$ cat config.mk
export PLATFORM = sky130hd
export DESIGN_NAME = hazard_ctrl
export DESIGN_NICKNAME = d
export VERILOG_FILES = /design/src/rtl/hazard_pkg.sv /design/src/rtl/hazard_match.sv /design/src/rtl/hazard_ctrl.sv
export SDC_FILE = /design/constraint.sdc
export NUM_CORES = 1
export LEC_CHECK = 0
export ABC_AREA = 1
export CAP_MARGIN = 0
export CORE_AREA = 4 4 73 75
export DETAILED_ROUTE_END_ITERATION = 10
export DIE_AREA = 0 0 77 79
export GPL_TIMING_DRIVEN = 0
export HOLD_SLACK_MARGIN = 0.1
export PLACE_DENSITY = 0.85
export RECOVER_POWER = 100
export SLEW_MARGIN = 20
export SYNTH_ARGS = -nofsm -noshare
export SYNTH_HDL_FRONTEND = slang
export SYNTH_HIERARCHICAL = 1
export SYNTH_SLANG_ARGS = --single-unit
$ cat constraint.sdc
create_clock -name clk -period 3.1 [get_ports clk]
set_clock_uncertainty 0.1 [all_clocks]
set_input_delay 0.465 -clock clk [delete_from_list [all_inputs] [get_ports clk]]
set_output_delay 0.465 -clock clk [all_outputs]
set_load 0.02 [all_outputs]
$ cat src/rtl/hazard_pkg.sv
// hazard_pkg: shared forwarding select, scoreboard entry and zero-register types
package hazard_pkg;
  typedef enum logic [1:0] {
    FWD_RF  = 2'b00,
    FWD_EX  = 2'b01,
    FWD_MEM = 2'b10,
    FWD_WB  = 2'b11
  } fwd_sel_t;
  localparam logic [4:0] XZR_IDX = 5'd31;
  typedef struct packed {
    logic       valid;
    logic [4:0] rd;
    logic       reg_write;
    logic       mem_read;
    logic       flag_up;
  } sb_entry_t;
  function automatic fwd_sel_t fwd_pick(logic use_src, logic [2:0] hit);
    return !use_src ? FWD_RF : hit[0] ? FWD_EX : hit[1] ? FWD_MEM : hit[2] ? FWD_WB : FWD_RF;
  endfunction
endpackage

$ cat src/rtl/hazard_match.sv
// hazard_match: one scoreboard entry against one source register index
module hazard_match import hazard_pkg::*; #(
  parameter logic [4:0] XZR = XZR_IDX
) (
  input  logic       valid,
  input  logic       reg_write,
  input  logic [4:0] rd,
  input  logic [4:0] src,
  output logic       match
);
  assign match = valid & reg_write & (rd == src) & (src != XZR);
endmodule

$ cat src/rtl/hazard_ctrl.sv
// hazard_ctrl: forwarding, load-use stall and branch flush control for a 5-stage pipeline
module hazard_ctrl import hazard_pkg::*; #(
  parameter logic [4:0] XZR = XZR_IDX
) (
  input  logic        clk,
  input  logic        reset,
  input  logic        id_valid,
  input  logic [4:0]  id_rn,
  input  logic [4:0]  id_rb,
  input  logic        id_use_a,
  input  logic        id_use_b,
  input  logic [4:0]  id_rd,
  input  logic        id_reg_write,
  input  logic        id_mem_read,
  input  logic        id_flag_up,
  input  logic        id_cond_br,
  input  logic        id_br_taken,
  output fwd_sel_t    fwd_a,
  output fwd_sel_t    fwd_b,
  output logic        flag_fwd,
  output logic        stall,
  output logic        pc_we,
  output logic        ifid_we,
  output logic        ifid_flush,
  output logic        idex_bubble,
  output logic [15:0] stall_cnt
);
  sb_entry_t sb [3];
  sb_entry_t id_entry;
  logic [2:0] hit_a, hit_b;
  logic unused_fields;
  assign unused_fields = ^{sb[1].mem_read, sb[1].flag_up, sb[2].mem_read, sb[2].flag_up};
  for (genvar i = 0; i < 3; i++) begin : g_match
    hazard_match #(.XZR(XZR)) u_a (
      .valid(sb[i].valid), .reg_write(sb[i].reg_write), .rd(sb[i].rd), .src(id_rn), .match(hit_a[i])
    );
    hazard_match #(.XZR(XZR)) u_b (
      .valid(sb[i].valid), .reg_write(sb[i].reg_write), .rd(sb[i].rd), .src(id_rb), .match(hit_b[i])
    );
  end
  always_comb begin
    id_entry    = '{id_valid, id_rd, id_reg_write, id_mem_read, id_flag_up};
    fwd_a       = fwd_pick(id_use_a, hit_a);
    fwd_b       = fwd_pick(id_use_b, hit_b);
    stall       = id_valid & sb[0].valid & sb[0].mem_read & ((id_use_a & hit_a[0]) | (id_use_b & hit_b[0]));
    flag_fwd    = id_cond_br & sb[0].valid & sb[0].flag_up;
    pc_we       = ~stall;
    ifid_we     = ~stall;
    idex_bubble = stall;
    ifid_flush  = id_br_taken & id_valid & ~stall;
  end
  // a stalled decode leaves a bubble in EX while older entries keep draining
  always_ff @(posedge clk) begin
    if (reset) begin
      sb        <= '{default: '0};
      stall_cnt <= '0;
    end else begin
      sb[0]     <= stall ? '0 : id_entry;
      sb[1]     <= sb[0];
      sb[2]     <= sb[1];
      stall_cnt <= stall_cnt + 16'(stall & ~&stall_cnt);
    end
  end
endmodule

==> impl_metrics.toml, run 1 <==
[layout]
drive_above_1_share_pct = 7.14
fill_cells = 435
diodes = 0
syn_to_final_growth_pct = 27.7
fin_util_pct = 64.5
register_area_sq_um = 781
final_nets = 489
final_cells = 516
multi_input_area_sq_mm = 0.00116

[sta]
hold_viol = 0
fin_crit_sh_pct = 95.1
slew_headroom_pct = 63.0
rsz0062_at_grt = "no"
worst_slack_ns = 0.151
finalMaxSlewViolations = 0
setup_viol = 0
max_freq_mhz = 339
period_needed_ns = 2.95
worst_slew_pin_slew_ns = 0.556

[setup_path]
critical_path.max_fanout = 3
cp.arrival_ns = 2.38
required_ns = 2.53
max_stage_delay_ns = 0.70
r2r_setup_slack_ns = 0.43
end_kind = "output port"
path_cells = "clkdlybuf4s50_1 -> inv_1 -> nand2_1 -> nand2_1 -> nor2_2 -> nand3_1 -> nor2_1 -> nor2_1 -> nor3_1 -> dlygate4sd3_1"
worstSetupPathType = "in2out"
startpoint_type = "input port"
slowest_stage = "dlygate4sd3_1"

[power_and_ir_drop]
ir_worst_vdd_mv = 0.309
power.density_mw_per_mm2 = 326
power.total_mw = 0.981
leakage_nw = 1.55

[logic_synthesis]
ys_types = 28
synth_seq_cells = 39
async_flop_share_pct = 0
seq_area_frac_synth_pct = 33.1
syn_area_sq_mm = 0.00236
avgSynthCellArea_sq_um = 5.85
syn_nets = 431
syn_inst = 403
synthFlopType = "dfxtp_1"
synth_edf_count = 0
synth_top_area_cell = "dfxtp_1"
netlist_top_cells_area = "dfxtp_1, nand2_1, inv_1, nor2_1, a21oi_1"
synth_top_area_share_pct = 33.1
yosysWarnings = 6

[clock_tree]
cts_sinks = 39
cts_buffers = 5
hold_buffers = 0
clock_tree.buffer_depth = 2
clock_latency_ns = 0.29
htree_num_levels = 2
cts_tree = "built"
cts-root-buf = "clkbuf_8"
clk_pin_slew_ns = 0.07

[floorplanning]
die_y_um = 79
num_io_pins = 51
rows = 25
core_sq_mm = 0.00466
die_area_sq_mm = 0.00608
die_x_um = 77
start_util_pct = 50.6

[global_routing]
grt.overflow.total = 0
grt_pass1_wl_um = 9940
grt_pass1_vias = 2292
grt_use_total_pct = 20.1
grt_max_degree = 13
antenna_found_initial = 0

[routing]
drt_iter0_drc = 125
vias = 2403
viasPerCell = 4.66
dr.pass1.iters = 4
drtAntennaViolNets = 0
wire_per_inst_um = 11.1
drc_errors = 0
routed_wl_um = 5720

[place]
gp_congestion = 0.839
numPortBuffers = 50
dpl.cell_count = 507
dp_hpwl_um = 4420
place_ws_ns = -0.600

[outcome]
outcome = "finished, final reports clean"

[hold_path]
hp-class = "reg2reg"

[flow_run]
max-cap-violations = 0
layout by cell type (no fill, tap or decap), drive strengths merged:
master | Yosys | final
inv | 107 | 107
a31oi | 1 | 1
clkdlybuf4s15 | 0 | 3
ha | 3 | 3
xor2 | 1 | 1
o22ai | 1 | 1
clkbuf | 2 | 10
nor2 | 77 | 77
nand3 | 12 | 12
nand4 | 10 | 10
xnor2 | 1 | 1
and3 | 1 | 1
a21oi | 15 | 15
clkdlybuf4s50 | 0 | 18
dlygate4sd2 | 0 | 9
nand2 | 120 | 120
o21a | 1 | 1
dfxtp | 39 | 39
dlygate4sd3 | 0 | 19
buf | 2 | 1
o21ai | 5 | 5
nor3 | 3 | 3
clkinv | 1 | 4
o21bai | 1 | 1
final cells by class:
class | instances | area share, %
Sequential cell | 39 | 26.0
Tap cell | 54 | 2.25
Multi-Input combinational cell | 252 | 38.4
Buffer | 4 | 0.749
Timing Repair Buffer | 51 | 16.3
Clock buffer | 5 | 2.29
Clock inverter | 3 | 0.499
Inverter | 108 | 13.5
timing repair:
action / 4_1_cts / 5_1_grt
endpoints found under the setup margin: 21 / 11
pin swaps: 0 / 1
buffers inserted: 0 / 1
gates resized for setup: 17 / 6
gates cloned: 0 / 0
registers in the layout, indices dropped and copies added, names as in the netlist:
name       cells
sb            23
stall_cnt     16
synthesized netlist by cell type, types with 2 or more instances:
library cell and n:
nor2_2 11, a21oi_1 15, nand2_2 3, o21ai_0 3, dfxtp_1 39, nand3_1 12
clkbuf_1 2, nor2_4 2, buf_4 2, nor2_1 63, inv_1 106, nand2_1 116
nor3_1 3, ha_1 3, nand4_1 10
worst paths after layout:
check | cells past startpoint | end | startpoint
min reg2reg | 2 | sb[2]$_SDFF_PP0_ | sb[11]$_SDFF_PP0_
max | 10 | fwd_a[1] | id_rn[4]
min | 2 | sb[2]$_SDFF_PP0_ | sb[11]$_SDFF_PP0_
max reg2reg | 18 | stall_cnt[13]$_SDFF_PP0_ | sb[21]$_SDFF_PP0_
kinds of logic (layout without fill, tap and decap cells):
kind of cell             count (synthesis)  in the layout  synth area share [%]
buffers and inverters                  112            171                  18.2
adder cells (fa/ha/maj)                  3              3                  1.59
flip-flops                              39             39                  33.1
XOR/XNOR                                 2              2                 0.744
AO/OA/AOI/OAI                           24             24                  5.74
AND/OR/NAND/NOR                        223            223                  40.6
report_power, final:
group | switching (mW) | internal, mW | total, mW
Clock | 0.181 | 0.154 | 0.335
Sequential | 0.0115 | 0.513 | 0.524
Combinational | 0.0682 | 0.0535 | 0.122
through the flow:
stage	setup TNS [ns]	cell area, sq um	hold slack, ns
2_1_floorplan	0	2360	0.316
3_3_place_gp	-6.13	2920	0.329
3_5_place_dp	-8.18	2920	0.336
4_1_cts	0	3000	0.347
5_1_grt	0	3010	0.373
6_report	0	3010	0.345
metal layers:
| layer | track usage, % | vias up | wire length (um) |
|---|---|---|---|
| met3 | 5.10 | 14 | 331 |
| li1 | - | 1280 | - |
| met5 | 0 | - | 0 |
| met4 | 9.07 | 0 | 185 |
| met2 | 36.1 | 56 | 2810 |
| met1 | 22.5 | 1053 | 2400 |
critical path, delay by kind of cell:
kind,cells,cell delay [ns]
buffers and inverters,3,1.30
AND/OR/NAND/NOR,7,0.61
No activity file was read; power rests on OpenSTA's default activity.
==> run 2: changes to the inputs <==
==> constraint.sdc (replaced) <==
create_clock -name clk -period 2.86 [get_ports clk]
set_clock_uncertainty 0.1 [all_clocks]
set_input_delay 0.429 -clock clk [delete_from_list [all_inputs] [get_ports clk]]
set_output_delay 0.429 -clock clk [all_outputs]
set_load 0.02 [all_outputs]
==> impl_metrics.toml, run 2 (same netlist as run 1, synthesis figures left out) <==
[layout]
final_common_cell = "nand2_1"
largest-register = "sb"
final_nets = 492
syn_to_final_growth_pct = 28.7
multi_input_area_sq_mm = 0.00117
largest_reg_flops = 23
fin_util_pct = 65.0
final_cell_mix = "nand2_1, inv_1, nor2_1"
drive_above_1_share_pct = 10.8
register_area_sq_um = 781
reg_top3 = "sb x23, stall_cnt x16"
fill_cells = 425
diodes = 0

[power_and_ir_drop]
p_int_mw = 0.779
swShare_pct = 26.8
p_comb_share_pct = 12.3
p_switching_mw = 0.285
power.density_mw_per_mm2 = 351
leakage_nw = 1.59
clkPwrFrac_pct = 34.3
seqPwrFrac_pct = 53.4
ir_worst_vdd_mv = 0.333
power.total_mw = 1.06

[floorplanning]
die_x_um = 77
start_util_pct = 50.6
rows = 25
num_io_pins = 51
die_y_um = 79
core_sq_mm = 0.00466
die_area_sq_mm = 0.00608

[clock_tree]
cts_tree = "built"
cts-root-buf = "clkbuf_8"
cts_sinks = 39
clk_pin_slew_ns = 0.07
clock_latency_ns = 0.30
cts_buffers = 5
htree_num_levels = 2
clock_tree.buffer_depth = 2

[place]
dp_hpwl_um = 4420
numPortBuffers = 50
gp_congestion = 0.839

[setup_path]
cp_num_buf_inv = 4
max_stage_delay_ns = 0.63
critical_path.max_fanout = 9
worstSetupPathType = "in2out"
startpoint_type = "input port"
slowest_stage = "clkdlybuf4s50_1"
end_kind = "output port"
path_cells = "dlygate4sd2_1 -> inv_1 -> nand2_1 -> nand2_1 -> nor2_2 -> nand3_1 -> nor2_2 -> inv_1 -> a21oi_1 -> clkdlybuf4s50_1"
crit_family = "buffers and inverters"
required_ns = 2.33
cp.arrival_ns = 2.19

[global_routing]
top_usage_layer = "met2"
antenna_found_initial = 0
grt.overflow.total = 0
met1_usage_pct = 22.8
grt_max_degree = 13
grt_pass1_vias = 2311
grt_use_total_pct = 20.3
gr-usage-met3_pct = 5.10
grt_pass1_wl_um = 10100
grt_use_met2_pct = 37.0

[routing]
dr.pass1.iters = 4
wire_per_inst_um = 11.3
vias = 2443
routed_wl_um = 5850
drc_errors = 0
drtAntennaViolNets = 0
drt_iter0_drc = 168
viasPerCell = 4.71

[sta]
period_needed_ns = 2.72
slew_headroom_pct = 61.5
setup_viol = 0
max_freq_mhz = 368
finalMaxSlewViolations = 0
worst_slew_pin_slew_ns = 0.577
fin_crit_sh_pct = 95.1
hold_viol = 0

[outcome]
outcome = "finished, final reports clean"

[flow_run]
max-cap-violations = 0

[hold_path]
hp-class = "reg2reg"
==> run 2: final cells by class <==
class                           count  share of cell area (%)
Multi-Input combinational cell    252                    38.8
Sequential cell                    39                    25.8
Timing Repair Buffer               54                    16.4
Inverter                          108                    13.4
Clock buffer                        5                    2.27
Tap cell                           54                    2.23
Buffer                              4                   0.743
Clock inverter                      3                   0.495
==> run 2: repair_timing <==
item | 4_1_cts | 5_1_grt
pin swaps | 1 | 4
setup buffers | 2 | 2
gates resized for setup | 22 | 20
hold buffers | 0 | 0
endpoints found under the setup margin | 24 | 20
==> run 2: worst paths after layout <==
check                                   to  depth (start not counted)              start  slack, ns
hold / removal            sb[2]$_SDFF_PP0_                          2  sb[11]$_SDFF_PP0_       0.35
setup / recovery                  fwd_b[0]                         10           id_rb[2]       0.14
hold reg to reg           sb[2]$_SDFF_PP0_                          2  sb[11]$_SDFF_PP0_       0.35
setup reg to reg  stall_cnt[10]$_SDFF_PP0_                         17  sb[21]$_SDFF_PP0_       0.22
==> run 2: worst reg2reg max path: cells and delay by family, from the launching register on <==
| family | cells | cell delay [ns] |
|---|---|---|
| simple gates | 12 | 1.26 |
| flops | 1 | 0.41 |
| fa+ha+maj | 2 | 0.38 |
| compound gates | 1 | 0.19 |
| buf+inv | 2 | 0.15 |
==> run 2: metal layers <==
metal / vias to the layer above / routed length (um)
met2: 55 / 2900
li1: 1289 / -
met5: - / 0
met1: 1087 / 2490
met3: 12 / 312
met4: 0 / 153
==> run 2: through the flow <==
stage | setup WS (ns) | hold slack [ns] | TNS [ns] | instance area (sq um) | instances
after floorplan | 0.452 | 0.316 | 0 | 2360 | 403
after global placement | -0.674 | 0.329 | -10.69 | 2920 | 507
after detailed placement | -0.768 | 0.336 | -12.86 | 2920 | 507
after CTS | 0.0356 | 0.347 | 0 | 3020 | 517
after global routing | -0.00246 | 0.373 | -0.00246 | 3030 | 519
final | 0.141 | 0.345 | 0 | 3030 | 519
==> run 2: power groups by stage <==
stage,logic [mW],clock network (mW),registers [mW]
after floorplan,0.0728,0,0.578
after global placement,0.131,0,0.581
after detailed placement,0.136,0,0.581
after CTS,0.132,0.377,0.568
after global routing,0.150,0.398,0.571
final,0.131,0.364,0.569
==> run 3: changes to the inputs <==
--- a/config.mk
+++ b/config.mk
@@ -6,13 +6,15 @@
 export NUM_CORES = 1
 export LEC_CHECK = 0
 export ABC_AREA = 1
-export CAP_MARGIN = 0
-export CORE_AREA = 4 4 73 75
+export CAP_MARGIN = 10
+export CELL_PAD_IN_SITES_DETAIL_PLACEMENT = 0
+export CELL_PAD_IN_SITES_GLOBAL_PLACEMENT = 1
+export CORE_AREA = 4 4 89 91
 export DETAILED_ROUTE_END_ITERATION = 10
-export DIE_AREA = 0 0 77 79
+export DIE_AREA = 0 0 93 95
 export GPL_TIMING_DRIVEN = 0
 export HOLD_SLACK_MARGIN = 0.1
-export PLACE_DENSITY = 0.85
+export PLACE_DENSITY = 0.83
 export RECOVER_POWER = 100
 export SLEW_MARGIN = 20
 export SYNTH_ARGS = -nofsm -noshare
==> impl_metrics.toml, run 3 (same netlist as run 1, synthesis figures left out) <==
[global_routing]
antenna_found_initial = 0
grt_use_total_pct = 13.9
grt.overflow.total = 0
grt_pass1_wl_um = 9750
grt_pass1_vias = 2164
grt_max_degree = 14

[floorplanning]
die_y_um = 95
die_area_sq_mm = 0.00884
num_io_pins = 51
die_x_um = 93
rows = 31
core_sq_mm = 0.00714
start_util_pct = 33.0

[sta]
period_needed_ns = 2.65
rsz0062_at_grt = "no"
fin_crit_sh_pct = 92.7
worst_slew_pin_slew_ns = 0.623
finalMaxSlewViolations = 0
setup_tns_ns = 0
setup_viol = 0
hold_viol = 0
max_freq_mhz = 377
slew_headroom_pct = 58.5

[layout]
reg_top3 = "sb x23, stall_cnt x16"
diodes = 0
fill_cells = 792
final_cells = 562
largest-register = "sb"
final_cell_mix = "nand2_1, inv_1, nor2_1"
drive_above_1_share_pct = 9.72
final_common_cell = "nand2_1"
syn_to_final_growth_pct = 31.2
largest_reg_flops = 23
final_nets = 490

[flow_run]
max-cap-violations = 0

[place]
gp_congestion = 0.788
numPortBuffers = 50
dpl.cell_count = 552
dp_hpwl_um = 4490

[power_and_ir_drop]
leakage_nw = 1.57
power.density_mw_per_mm2 = 404
ir_worst_vdd_mv = 0.199

[outcome]
outcome = "finished, final reports clean"

[setup_path]
required_ns = 2.33
r2r_end = "stall_cnt[14]$_SDFF_PP0_"
slowest_stage = "dfxtp_1"
r2r_setup_slack_ns = 0.26
max_stage_delay_ns = 0.39
path_cells = "inv_1 -> nand2_1 -> nand2_1 -> nor2_1 -> nand3_1 -> nor2_1 -> inv_1 -> o22ai_2 -> nand2_2 -> clkbuf_4 -> dlygate4sd2_1"
crit_family = "simple AND/OR/NAND/NOR gates"
cp_num_buf_inv = 4
startpoint_type = "register"
cp.arrival_ns = 2.12
reg2reg_depth = 17
worstSetupPathType = "reg2out"
critical_path.max_fanout = 5
r2r-start = "sb[22]$_SDFF_PP0_"
end_kind = "output port"

[routing]
drt_iter0_drc = 76
vias = 2307
viasPerCell = 4.10
wire_per_inst_um = 10.4
drc_errors = 0
dr.pass1.iters = 4
routed_wl_um = 5860
drtAntennaViolNets = 0

[hold_path]
hold_end = "sb[11]$_SDFF_PP0_"
hp-class = "reg2reg"
min_path_cells = 2
min_from = "sb[20]$_SDFF_PP0_"

[clock_tree]
clock_latency_ns = 0.29
clock_tree.buffer_depth = 2
htree_num_levels = 2
cts_buffers = 5
cts_tree = "built"
cts_sinks = 39
clk_pin_slew_ns = 0.08
cts-root-buf = "clkbuf_8"
run 3: cell count changes in the layout (fill, tap and decap cells not counted), moves of 3 or more:
cell / previous run / this run
nor2_2: 13 / 10
clkbuf_2: 5 / 8
dlygate4sd2_1: 6 / 3
buf_4: 7 / 2
nor2_1: 60 / 63
clkinv_2: 3 / 0
run 3: final cells by class:
type                            count  area [sq um]  share of cell area (%)
Sequential cell                    39           783                    25.3
Inverter                          108           405                    13.1
Clock inverter                      3          67.6                    2.19
Clock buffer                        5          68.8                    2.23
Timing Repair Buffer               52           464                    15.0
Multi-Input combinational cell    252          1160                    37.4
Tap cell                           99           124                    4.01
Buffer                              4          22.5                   0.728
run 3: worst max-delay path by stage:
stage | from | cells past startpoint | to
after global placement | id_rn[0] | 13 | stall
after floorplan | id_rn[0] | 18 | stall_cnt[13]$_SDFF_PP0_
after detailed placement | id_rn[0] | 13 | stall
final | sb[22]$_SDFF_PP0_ | 11 | pc_we
after global routing | id_rn[0] | 18 | stall_cnt[8]$_SDFF_PP0_
after CTS | id_rn[4] | 12 | pc_we
run 3: stage by stage:
stage / hold WS [ns] / area [sq um] / total power, mW / worst slack, ns / utilization [%]
after CTS: 0.345 / 3120 / 1.27 / 0.0196 / 43.8
after floorplan: 0.316 / 2360 / 0.651 / 0.452 / -
final: 0.343 / 3090 / 1.25 / 0.209 / 43.3
after global routing: 0.365 / 3090 / 1.31 / 0.0259 / 43.3
after detailed placement: 0.333 / 2980 / 0.719 / -0.790 / 41.8
after global placement: 0.329 / 2980 / 0.717 / -0.789 / 41.8
run 3: worst register-to-register path, cell delays in order (launching register included):
cell and delay, ns:
dfxtp_1 0.39, inv_1 0.05, nand2_1 0.05, nand2_1 0.05, nor2_1 0.12, nand3_1 0.09
nor2_1 0.22, inv_1 0.10, o22ai_2 0.19, nand2_2 0.12, nor2_1 0.13, ha_2 0.22
ha_1 0.16, nand3_1 0.12, nor2_4 0.17, nand4_1 0.09, nand2_1 0.08, nor2_1 0.06
run 3: layer usage:
metal,up-vias,wire [um],track usage (%)
li1,1285,-,-
met1,978,2750,16.2
met2,44,2860,25.7
met3,0,251,3.82
met4,0,0,2.20
met5,-,0,0
run 3: repair_timing:
action                                  4_1_cts  5_1_grt
pin swaps                                     1        5
hold buffers                                  0        0
setup buffers                                 1        1
resized for setup                            21       22
endpoints found under the setup margin       24       22
run 3: where the power goes:
part	switching (mW)	total [mW]	internal [mW]
sequential	0.0123	0.569	0.556
clock	0.204	0.552	0.348
combinational	0.0738	0.129	0.0552
total	0.290	1.25	0.960
